<file path="config.mk">
export PLATFORM = sky130hd
export DESIGN_NAME = key_debounce_flat
export DESIGN_NICKNAME = d
export VERILOG_FILES = /design/src/rtl/key_pkg.sv /design/src/rtl/key_debounce_if.sv /design/src/rtl/key_debounce_chan.sv /design/src/rtl/key_debounce.sv /design/src/flat_wrapper.sv
export SDC_FILE = /design/constraint.sdc
export NUM_CORES = 1
export LEC_CHECK = 0
export CORE_MARGIN = 8
export CORE_UTILIZATION = 59
export CTS_BUF_LIST = sky130_fd_sc_hd__clkbuf_8
export DETAILED_ROUTE_END_ITERATION = 10
export PLACE_DENSITY_LB_ADDON = 0.08
export SLEW_MARGIN = 20
export SYNTH_ARGS = -nofsm -noshare
export SYNTH_HDL_FRONTEND = slang
export SYNTH_SLANG_ARGS = --single-unit
export TNS_END_PERCENT = 20
</file>
<file path="constraint.sdc">
create_clock -name sysclk -period 4.3 [get_ports sysclk]
set_clock_uncertainty 0.1 [all_clocks]
set_input_delay 0.86 -clock sysclk [delete_from_list [all_inputs] [get_ports sysclk]]
set_output_delay 0.86 -clock sysclk [all_outputs]
set_load 0.005 [all_outputs]
</file>
<file path="src/rtl/key_pkg.sv">
// key_pkg: shared definitions for the plot-selection button front end.
//   KEY_NEXT/KEY_PRE/KEY_AUTO : channel indices into btn_raw / btn_level
//   KEY_N                     : number of button channels
//   key_state_t               : per-channel pulse FSM state
package key_pkg;

    localparam int KEY_NEXT = 0;
    localparam int KEY_PRE  = 1;
    localparam int KEY_AUTO = 2;
    localparam int KEY_N    = 3;

    typedef enum logic [1:0] {
        IDLE   = 2'd0,
        HELD   = 2'd1,
        REPEAT = 2'd2
    } key_state_t;

endpackage

</file>
<file path="src/rtl/key_debounce_if.sv">
// key_debounce_if: groups the button inputs and conditioned outputs.
//   btn_raw    : raw asynchronous buttons, active-high ([0] Next, [1] Pre, [2] Auto)
//   pulse_next : one-cycle Next pulse
//   pulse_pre  : one-cycle Previous pulse
//   pulse_auto : one-cycle Auto-toggle pulse
//   btn_level  : debounced button levels
// master drives the buttons and observes the outputs; slave is the debouncer.
interface key_debounce_if;
    import key_pkg::*;

    logic [KEY_N-1:0] btn_raw;
    logic             pulse_next;
    logic             pulse_pre;
    logic             pulse_auto;
    logic [KEY_N-1:0] btn_level;

    modport master (
        output btn_raw,
        input  pulse_next,
        input  pulse_pre,
        input  pulse_auto,
        input  btn_level
    );

    modport slave (
        input  btn_raw,
        output pulse_next,
        output pulse_pre,
        output pulse_auto,
        output btn_level
    );

endinterface

</file>
<file path="src/rtl/key_debounce_chan.sv">
// key_debounce_chan: one button channel.
//   sysclk : system clock (rising edge)
//   rst    : asynchronous active-high reset
//   btn    : raw asynchronous button
//   level  : debounced level (unregistered copy of the filter state)
//   pulse  : combinational press/repeat pulse, registered by the parent
// Contains the 2-FF synchroniser, the debounce filter, the pulse FSM and
// the repeat counter.
module key_debounce_chan
    import key_pkg::*;
#(
    parameter int unsigned DEBOUNCE_CYCLES = 1_000_000,
    parameter int unsigned REPEAT_DELAY    = 50_000_000,
    parameter int unsigned REPEAT_PERIOD   = 20_000_000,
    parameter bit          REPEAT_ENABLE   = 1'b1
) (
    input  logic sysclk,
    input  logic rst,
    input  logic btn,
    output logic level,
    output logic pulse
);

    localparam int unsigned DbW    = $clog2(DEBOUNCE_CYCLES) + 1;
    localparam int unsigned RepMax = (REPEAT_DELAY > REPEAT_PERIOD) ? REPEAT_DELAY
                                                                    : REPEAT_PERIOD;
    localparam int unsigned RepW   = $clog2(RepMax) + 1;

    localparam logic [DbW-1:0]  DbLast    = DbW'(DEBOUNCE_CYCLES - 1);
    localparam logic [RepW-1:0] DelayLast = RepW'(REPEAT_DELAY - 1);
    localparam logic [RepW-1:0] PerLast   = RepW'(REPEAT_PERIOD - 1);

    logic            s1_q, s2_q;
    logic            level_q, level_d;
    logic [DbW-1:0]  db_cnt_q, db_cnt_d;
    logic [RepW-1:0] rep_cnt_q, rep_cnt_d, rep_inc;
    key_state_t      state_q, state_d;

    always_ff @(posedge sysclk or posedge rst) begin
        if (rst) begin
            s1_q      <= 1'b0;
            s2_q      <= 1'b0;
            level_q   <= 1'b0;
            db_cnt_q  <= '0;
            rep_cnt_q <= '0;
            state_q   <= IDLE;
        end else begin
            s1_q      <= btn;
            s2_q      <= s1_q;
            level_q   <= level_d;
            db_cnt_q  <= db_cnt_d;
            rep_cnt_q <= rep_cnt_d;
            state_q   <= state_d;
        end
    end

    // Filter: any sample matching the current level restarts the count.
    always_comb begin
        level_d  = level_q;
        db_cnt_d = '0;
        if (s2_q != level_q) begin
            if (db_cnt_q == DbLast) begin
                level_d  = s2_q;
                db_cnt_d = '0;
            end else if (db_cnt_q != '1) begin
                db_cnt_d = db_cnt_q + 1'b1;
            end else begin
                db_cnt_d = db_cnt_q;
            end
        end
    end

    // Saturating increment so a long hold with repeat disabled never wraps.
    assign rep_inc = (rep_cnt_q == '1) ? rep_cnt_q : rep_cnt_q + 1'b1;

    always_comb begin
        state_d   = state_q;
        rep_cnt_d = rep_cnt_q;
        pulse     = 1'b0;
        unique case (state_q)
            IDLE: begin
                rep_cnt_d = '0;
                if (level_q) begin
                    pulse   = 1'b1;
                    state_d = HELD;
                end
            end
            HELD: begin
                if (!level_q) begin
                    state_d   = IDLE;
                    rep_cnt_d = '0;
                end else if (REPEAT_ENABLE && rep_cnt_q == DelayLast) begin
                    pulse     = 1'b1;
                    rep_cnt_d = '0;
                    state_d   = REPEAT;
                end else begin
                    rep_cnt_d = rep_inc;
                end
            end
            REPEAT: begin
                // Release wins over a coincident repeat tick.
                if (!level_q) begin
                    state_d   = IDLE;
                    rep_cnt_d = '0;
                end else if (rep_cnt_q == PerLast) begin
                    pulse     = 1'b1;
                    rep_cnt_d = '0;
                end else begin
                    rep_cnt_d = rep_inc;
                end
            end
            default: begin
                state_d   = IDLE;
                rep_cnt_d = '0;
            end
        endcase
    end

    assign level = level_q;

endmodule

</file>
<file path="src/rtl/key_debounce.sv">
// key_debounce: conditioning front end for the plot-selection buttons.
//   sysclk : system clock (rising edge)
//   rst    : asynchronous active-high reset
//   bus    : key_debounce_if.slave (btn_raw in; pulse_next/pre/auto, btn_level out)
// Per-channel debounce and pulse generation, Next/Pre conflict suppression,
// and registered outputs. Levels are registered alongside the pulses so a
// press shows up on btn_level and the pulse in the same cycle.
module key_debounce
    import key_pkg::*;
#(
    parameter int unsigned      DEBOUNCE_CYCLES = 1_000_000,
    parameter int unsigned      REPEAT_DELAY    = 50_000_000,
    parameter int unsigned      REPEAT_PERIOD   = 20_000_000,
    parameter logic [KEY_N-1:0] REPEAT_EN       = 3'b011
) (
    input  logic          sysclk,
    input  logic          rst,
    key_debounce_if.slave bus
);

    logic [KEY_N-1:0] chan_level;
    logic [KEY_N-1:0] chan_pulse;
    logic [KEY_N-1:0] pulse_d, pulse_q;
    logic [KEY_N-1:0] level_q;

    for (genvar ch = 0; ch < KEY_N; ch++) begin : g_chan
        key_debounce_chan #(
            .DEBOUNCE_CYCLES (DEBOUNCE_CYCLES),
            .REPEAT_DELAY    (REPEAT_DELAY),
            .REPEAT_PERIOD   (REPEAT_PERIOD),
            .REPEAT_ENABLE   (REPEAT_EN[ch])
        ) u_chan (
            .sysclk (sysclk),
            .rst    (rst),
            .btn    (bus.btn_raw[ch]),
            .level  (chan_level[ch]),
            .pulse  (chan_pulse[ch])
        );
    end

    // Simultaneous Next and Pre is ambiguous, so neither is forwarded.
    always_comb begin
        pulse_d = chan_pulse;
        if (chan_pulse[KEY_NEXT] && chan_pulse[KEY_PRE]) begin
            pulse_d[KEY_NEXT] = 1'b0;
            pulse_d[KEY_PRE]  = 1'b0;
        end
    end

    always_ff @(posedge sysclk or posedge rst) begin
        if (rst) begin
            pulse_q <= '0;
            level_q <= '0;
        end else begin
            pulse_q <= pulse_d;
            level_q <= chan_level;
        end
    end

    assign bus.pulse_next = pulse_q[KEY_NEXT];
    assign bus.pulse_pre  = pulse_q[KEY_PRE];
    assign bus.pulse_auto = pulse_q[KEY_AUTO];
    assign bus.btn_level  = level_q;

endmodule
</file>
<file path="src/flat_wrapper.sv">
// flat-port wrapper written by rule: the top's interface ports become plain ports
module key_debounce_flat import key_pkg::*;
#(
    parameter int unsigned      DEBOUNCE_CYCLES = 1_000_000,
    parameter int unsigned      REPEAT_DELAY    = 50_000_000,
    parameter int unsigned      REPEAT_PERIOD   = 20_000_000,
    parameter logic [KEY_N-1:0] REPEAT_EN       = 3'b011
)
  (sysclk, rst, bus_btn_raw, bus_pulse_next, bus_pulse_pre, bus_pulse_auto, bus_btn_level);
  key_debounce_if bus_i ();
  input  logic sysclk;
  input  logic rst;
  input wire logic [$bits(bus_i.btn_raw)-1:0] bus_btn_raw;
  output wire logic [$bits(bus_i.pulse_next)-1:0] bus_pulse_next;
  output wire logic [$bits(bus_i.pulse_pre)-1:0] bus_pulse_pre;
  output wire logic [$bits(bus_i.pulse_auto)-1:0] bus_pulse_auto;
  output wire logic [$bits(bus_i.btn_level)-1:0] bus_btn_level;
  assign bus_i.btn_raw = bus_btn_raw;
  assign bus_pulse_next = bus_i.pulse_next;
  assign bus_pulse_pre = bus_i.pulse_pre;
  assign bus_pulse_auto = bus_i.pulse_auto;
  assign bus_btn_level = bus_i.btn_level;
  key_debounce #(.DEBOUNCE_CYCLES(DEBOUNCE_CYCLES), .REPEAT_DELAY(REPEAT_DELAY), .REPEAT_PERIOD(REPEAT_PERIOD), .REPEAT_EN(REPEAT_EN)) u_core (.sysclk(sysclk), .rst(rst), .bus(bus_i));
endmodule
</file>
==> qor.csv <==
stage,metric,value,unit
die,Std-Cell Rows,41,
worst_hold_path,HP Class,reg -> reg,
placed_design,DP Wirelength,10.3,mm
global_route,GRT overflow,0,
setup_path,Crit Path Max Fanout,27,
sta,worst slew pin tran,1090,ps
cts,CTS tree,built,
cells_and_area,nets@finish,833,
cts,postcts setup bufs,0,
logic_synthesis,syn_nets,833,
sta,minimum clock period,2830,ps
placed_design,dpl cell area,7710,um2
logic_synthesis,"top cells by count, synth","dfrtp_1, nor2_1, nand2_1, a21oi_1, nand3_1",
routing,vias per inst,6.13,
global_route,vias in the first global route,5909,
placed_design,gpl congestion,0.892,
logic_synthesis,Synth top area share,0.458,
logic_synthesis,Synth area leaders,"dfrtp_1, nor2_1, xnor2_1",
cts,"CTS clk-pin slew, worst paths",70,ps
global_route,first-pass GRT wire length,26.7,mm
global_route,GRT Total Usage,0.196,
setup_path,CP Capture Point,u_core.g_chan[1].u_chan.rep_cnt_q[10],
logic_synthesis,Syn. warnings,0,
setup_path,CP Class,reg -> reg,
die,Die Y,129,um
setup_path,reg2reg path depth,5,
global_route,initial antenna violation count,0,
logic_synthesis,mapped cell area,7490,um2
pwr,Pwr per Cell Area,298,nW/um2
global_route,largest net degree at the start of global routing,70,
cts,CTS Buf Count,17,
logic_synthesis,Synth cell types,57,
logic_synthesis,Post-synth EDFFs,0,
routing,DR WL/cell,15.2,um
pwr,Pleak,3.04,nW
setup_path,r2r startpoint,u_core.g_chan[1].u_chan.rep_cnt_q[18],
die,Die Wd,129,um
cts,cts hold-fix bufs,0,
logic_synthesis,Post-Syn Instances,814,
setup_path,startpoint types,register,
die,Die ar.,16600,um2
setup_path,Setup crit end kind,register,
cts,clock buffer depth,2,
cells_and_area,FILL cells,1071,
die,Initial Util,0.599,
logic_synthesis,"Seq/Total Area, Yosys",0.458,
cells_and_area,share of cells above drive strength 1,0.0558,
pwr,Peak VDD IR,0.239,mV
routing,Routed Antenna Nets,0,
logic_synthesis,fraction of registers with async set/reset,1.00,
sta,final hold violations,0,
routing,routed vias,6110,
sta,RSZ-0062 raised after global routing,no,
sta,Peak Freq,0.354,GHz
sta,final hold slack,250,ps
sta,fin crit share,0.658,
worst_hold_path,hold wc startpoint,u_core.g_chan[0].u_chan.s1_q,
logic_synthesis,"area leader, netlist",dfrtp_1,
setup_path,crit path launch,u_core.g_chan[1].u_chan.rep_cnt_q[18],
sta,Final setup viols,0,
cts,post-CTS sizing,0,
sta,fin worst setup slack,1470,ps
routing,drt total wl,15.1,mm
sta,TNS Setup,0,ps
die,Placeable Area,12500,um2
setup_path,FF-to-FF End,u_core.g_chan[1].u_chan.rep_cnt_q[10],
cts,worst skew pair latency,450,ps
setup_path,CP Data Arrival Time,3020,ps
sta,slew margin rel.,0.269,
cells_and_area,final antenna diode count,0,
outcome,status,completed,
logic_synthesis,mean post-synth cell area,9.21,um2
logic_synthesis,Synth Flop Type,dfrtp_1,
setup_path,worst path required time,4500,ps
cells_and_area,post-route cell area,8110,um2
placed_design,count of input and output buffers,10,
cells_and_area,synthesis-to-layout area growth,8.18,%
routing,1st-iter DRT viols,434,
logic_synthesis,most common cell in the netlist,dfrtp_1,
routing,Post-route DRC,0,
cts,CTS sink count,137,
logic_synthesis,Seq cells post-synth,137,
die,num ports,11,
placed_design,"worst slack, placed",1480,ps
cts,clk root buf,clkbuf_8,
setup_path,internal reg-to-reg setup slack,1470,ps
routing,Initial DRT Pass Iterations,6,
job,max cap viols,0,
sta,Pins Over Slew Limit,0,
cts,H-Tree Depth,4,
-- where the power goes --
part | switching [mW] | internal [mW]
clock | 0.466 | 0.587
combinational | 0.0413 | 0.0157
sequential | 0.00865 | 1.30
total | 0.516 | 1.90
-- routing by layer --
layer,up-vias,wire length [um],track usage
met5,-,0,0
met1,2952,6980,0.241
met2,141,7370,0.325
met4,0,166,0.0733
li1,2999,-,-
met3,18,627,0.0496
-- cell families after synthesis --
family / synth area share
XOR/XNOR: 0.0877
adder cells (fa/ha/maj): 0.0234
flip-flops: 0.458
multiplexers: 0.00718
AO/OA/AOI/OAI: 0.129
buffers and inverters: 0.0274
AND/OR/NAND/NOR: 0.268
-- worst min-delay path by stage --
stage / to / slack (ps) / depth (start not counted)
2_1_floorplan: u_core.g_chan[0].u_chan.s2_q / 230 / 0
3_3_place_gp: u_core.g_chan[2].u_chan.s2_q / 230 / 0
3_5_place_dp: u_core.g_chan[0].u_chan.s2_q / 240 / 0
4_1_cts: u_core.g_chan[1].u_chan.s2_q / 250 / 0
5_1_grt: u_core.g_chan[1].u_chan.s2_q / 260 / 0
6_report: u_core.g_chan[0].u_chan.s2_q / 250 / 0
-- area by class of cell --
class	instances	area [um2]	share of cell area
Timing Repair Buffer	13	135	0.0167
Sequential cell	137	3430	0.423
Tap cell	172	215	0.0265
Clock inverter	10	129	0.0159
Clock buffer	19	262	0.0323
Multi-Input combinational cell	627	3870	0.477
Inverter	18	71.3	0.00880
-- per-stage QoR --
| stage | total power [mW] | instances | utilization |
|---|---|---|---|
| 6_report | 2.42 | 996 | 0.648 |
| 2_1_floorplan | 1.37 | 814 | - |
| 3_3_place_gp | 1.39 | 967 | 0.616 |
| 3_5_place_dp | 1.39 | 967 | 0.616 |
| 4_1_cts | 2.45 | 996 | 0.647 |
| 5_1_grt | 2.52 | 996 | 0.648 |
-- cells in the final DEF (no fill, tap or decap), types with 3 or more instances in the layout --
master / instances
a2111oi_0: 4
a211oi_1: 12
a21oi_1: 46
a31oi_1: 7
and2_1: 8
and3_1: 15
and4_1: 16
bufinv_16: 3
clkbuf_8: 19
clkdlybuf4s50_1: 10
clkinv_2: 4
clkinvlp_4: 3
dfrtp_1: 137
ha_1: 14
inv_1: 18
mux2_2: 3
nand2_1: 54
nand3_1: 46
nand4_1: 33
nor2_1: 114
nor2b_1: 3
nor3_1: 26
nor4_1: 18
nor4b_1: 5
nor4bb_1: 3
o2111ai_1: 11
o211ai_1: 14
o21ai_0: 27
o31a_1: 3
o31ai_1: 7
or2_2: 3
or3_1: 17
or4_1: 14
xnor2_1: 40
xor2_1: 35
-- state kept, by name, summed over array words and instances, names as in the netlist --
| name | cells |
|---|---|
| u_core.bus.btn_level | 3 |
| u_core.g_chan.u_chan.db_cnt_q | 63 |
| u_core.g_chan.u_chan.level | 3 |
| u_core.g_chan.u_chan.rep_cnt_q | 54 |
| u_core.g_chan.u_chan.s1_q | 3 |
| u_core.g_chan.u_chan.s2_q | 3 |
| u_core.g_chan.u_chan.state_q | 5 |
| u_core.pulse_q | 3 |
-- worst max-delay path, cell delays in order (launching register included) --
cell	delay, ps
dfrtp_1	460
or4_1	510
or4_4	510
o31a_1	310
o211ai_4	640
nor2_1	130
Note: power is estimated with default switching activity, not from simulation.
==> variant: new RTL, same flow settings <==
`REPEAT_PERIOD` is set to 20_000_000 in 3 places; all go to 10_000_000.
--- a/src/rtl/key_debounce_chan.sv
+++ b/src/rtl/key_debounce_chan.sv
@@ -11,7 +11,7 @@
 #(
     parameter int unsigned DEBOUNCE_CYCLES = 1_000_000,
     parameter int unsigned REPEAT_DELAY    = 50_000_000,
-    parameter int unsigned REPEAT_PERIOD   = 20_000_000,
+    parameter int unsigned REPEAT_PERIOD   = 10_000_000,
     parameter bit          REPEAT_ENABLE   = 1'b1
 ) (
     input  logic sysclk,
--- a/src/rtl/key_debounce.sv
+++ b/src/rtl/key_debounce.sv
@@ -10,7 +10,7 @@
 #(
     parameter int unsigned      DEBOUNCE_CYCLES = 1_000_000,
     parameter int unsigned      REPEAT_DELAY    = 50_000_000,
-    parameter int unsigned      REPEAT_PERIOD   = 20_000_000,
+    parameter int unsigned      REPEAT_PERIOD   = 10_000_000,
     parameter logic [KEY_N-1:0] REPEAT_EN       = 3'b011
 ) (
     input  logic          sysclk,
--- a/src/flat_wrapper.sv
+++ b/src/flat_wrapper.sv
@@ -3,7 +3,7 @@
 #(
     parameter int unsigned      DEBOUNCE_CYCLES = 1_000_000,
     parameter int unsigned      REPEAT_DELAY    = 50_000_000,
-    parameter int unsigned      REPEAT_PERIOD   = 20_000_000,
+    parameter int unsigned      REPEAT_PERIOD   = 10_000_000,
     parameter logic [KEY_N-1:0] REPEAT_EN       = 3'b011
 )
   (sysclk, rst, bus_btn_raw, bus_pulse_next, bus_pulse_pre, bus_pulse_auto, bus_btn_level);
Behaviour: same outputs for any inputs over 10 cycles, from zero or initial values and one cycle with rst high; that may be too few to reach the edited logic, so the function may still have changed.
==> variant against the unedited design <==
Sequential cell count is the same. Critical endpoint is now u_core.g_chan[1].u_chan.rep_cnt_q[26]. Sequential power barely moved. Wire length increased by 5.6%. Combinational power grew 11%. Setup slack better by 250 ps. Utilization rose by 0.96 points. Critical path type unchanged. Total power up 6.9%. Highest routed layer unchanged. Count of clock-buffer cells in the layout is the same. Final area rose by 1.9%. Area after synthesis increased by 0.99%.
==> variant: results (changes against the unedited design) <==
Synthesis
The synthesized area divided by synthesized cell count is 9.51 µm² (+3.3%). The commonest cells after synthesis are 137 x dfrtp_1, 96 x nor2_1, 64 x nand2_1, 51 x nand3_1, 47 x xnor2_1. The Yosys warning count is 0 (unchanged). The adder-cell share of the synthesized area is 0.0231 (-0.000228). The multiplexer share of the synthesized area is 0.0112 (+0.00406).

The sequential fraction of the synthesis area came to 0.453 (-0.00446). The number of distinct library cells after synthesis is 68 (+19%). The compound-gate portion of the synthesized area is 0.136 (+0.00718). Ranked by total cell area, the synthesized netlist is headed by dfrtp_1 45%, xnor2_1 5.4%, nor2_1 4.8%, nand3_1 3.4%, nand2_1 3.2%. The xor/xnor cell area share of the yosys netlist is 0.0822 (-0.00548).

The net count after synthesis came to 815 (-2.2%).

Status
The flow ran to the end, and the final reports show no timing, DRC or antenna violations.

Global routing
The number of global-route vias before repair came to 6040 (+2.2%). The maximum number of pins on one net before global-route repair came to 57 (-19%). The all-layer global routing usage was 0.204 (+0.00817). The number of antenna violations at the first check in global routing came to 0 (unchanged). The wire length of the first global-routing pass came to 27700 µm (+3.8%).

Clock tree
The post-CTS clock slew at the launch and capture registers of the worst setup and hold paths is 70 ps (about the same). The post-CTS setup buffer count was 0 (unchanged). The H-tree depth reported by CTS is 4 (unchanged). The clock reaches the later pin of the worst-skew pair after between 400 and 500 ps. The maximum buffer depth of the clock tree came to 2 (unchanged). The number of buffers created by CTS is 17 (unchanged).

Cells and area
In the final layout, the registers with the most flip-flops are u_core.g_chan.u_chan.db_cnt_q: 63 flops, u_core.g_chan.u_chan.rep_cnt_q: 54 flops, u_core.g_chan.u_chan.state_q: 5 flops. The number of nets in the final layout is 819 (-1.7%). The count of filler cells inserted in the layout is 1017 (-5.0%). The fraction of layout instances using a drive strength above 1 is 0.0787 (+0.0229).

Placed design
The HPWL after detailed placement is 10800 µm (+4.8%). The number of buffers added on ports is 10 (unchanged). The count of placed standard cells including taps is 953 (-1.4%).

The weighted congestion at the end of routability-driven global placement is 0.876 (-1.9%).

Timing
The measured slew at the worst slew-check pin is 1020 ps (-68.3 ps).

Route
The detailed-router iteration count before antenna repair is 5 (-1). The total number of vias was 6131 (+0.34%). The final routed wire length divided by cell count is 16.2 µm (+6.8%). The ratio of routed vias to standard cells is 6.22 (+1.5%). The number of DRC violations after detailed-routing iteration 0 came to 432 (-0.46%).

Critical path
The endpoint arrival time on the critical path is 2780 ps (-240 ps). The largest fanout of any net on the critical path was 26 (-3.7%).

Min path
The path category of the worst min-delay check is reg -> reg.

Power
The static leakage power came to 0.00316 µW (+3.9%). The largest voltage drop on the vdd net was 0.305 mV (+28%).
variant: changes by cell type after synthesis, sizes merged, moves of 7 or more:
cell | unedited run | this run
buf | 5 | 13
clkbuf | 27 | 17
nand2 | 54 | 64
nand4 | 33 | 26
nor2 | 114 | 97
nor3 | 26 | 15
o211ai | 15 | 7
o31ai | 7 | 14
xnor2 | 40 | 47
xor2 | 35 | 24
variant: stage by stage:
| step | util | cell area (µm²) | setup slack (ps) | hold slack (ps) |
|---|---|---|---|---|
| 4_1_cts | 0.657 | 8260 | 1730 | 252 |
| 2_1_floorplan | - | 7570 | 1630 | 231 |
| 6_report | 0.657 | 8260 | 1720 | 251 |
| 3_5_place_dp | 0.621 | 7800 | 1730 | 235 |
| 5_1_grt | 0.657 | 8260 | 1460 | 260 |
| 3_3_place_gp | 0.621 | 7800 | 1870 | 234 |
variant: final timing paths:
path / slack [ps] / end / cells past startpoint / from
worst max-delay path: 1720 / u_core.g_chan[1].u_chan.rep_cnt_q[26] / 6 / u_core.g_chan[1].u_chan.rep_cnt_q[0]
worst min-delay path: 250 / u_core.g_chan[1].u_chan.s2_q / 0 / u_core.g_chan[1].u_chan.s1_q
worst max register to register: 1720 / u_core.g_chan[1].u_chan.rep_cnt_q[26] / 6 / u_core.g_chan[1].u_chan.rep_cnt_q[0]
worst min register to register: 250 / u_core.g_chan[1].u_chan.s2_q / 0 / u_core.g_chan[1].u_chan.s1_q
max in group asynchronous: 2520 / u_core.g_chan[1].u_chan.rep_cnt_q[5] / 3 / rst
min in group asynchronous: 830 / u_core.g_chan[0].u_chan.db_cnt_q[16] / 2 / rst
variant: routing by layer:
metal / part of all wire / GRT usage / vias to the layer above
met5: 0 / 0 / -
met1: 0.44 / 0.247 / 3017
met3: 0.041 / 0.0464 / 26
li1: - / - / 2936
met4: 0.015 / 0.0822 / 0
met2: 0.50 / 0.344 / 152
variant: worst max-delay path: stages, from the launching register on:
cell and delay, ps:
dfrtp_1 390, ha_1 210, and4_1 260, nand4_1 190
o21ai_0 410, a21o_1 720, nor2_1 140
variant: where the power goes:
group	total, µW	leakage [µW]	switching [µW]	internal [µW]
clock network	1210	0.000231	497	716
registers	1310	0.00189	8.34	1300
logic	63.3	0.00104	44.3	18.9
total	2580	0.00316	550	2030
variant: area by class of cell:
| cell class | instances | area share |
|---|---|---|
| tap | 172 | 0.0261 |
| timing repair buffer | 15 | 0.0197 |
| sequential | 137 | 0.415 |
| multi-input combinational | 610 | 0.474 |
| clock inverter | 13 | 0.0241 |
| inverter | 19 | 0.00909 |
| clock buffer | 19 | 0.0317 |
variant: logic make-up after synthesis:
family                   count (synthesis)
AO/OA/AOI/OAI                          149
XOR/XNOR                                71
adder cells (fa/ha/maj)                 14
buffers and inverters                   49
flip-flops                             137
multiplexers                             8
AND/OR/NAND/NOR                        368
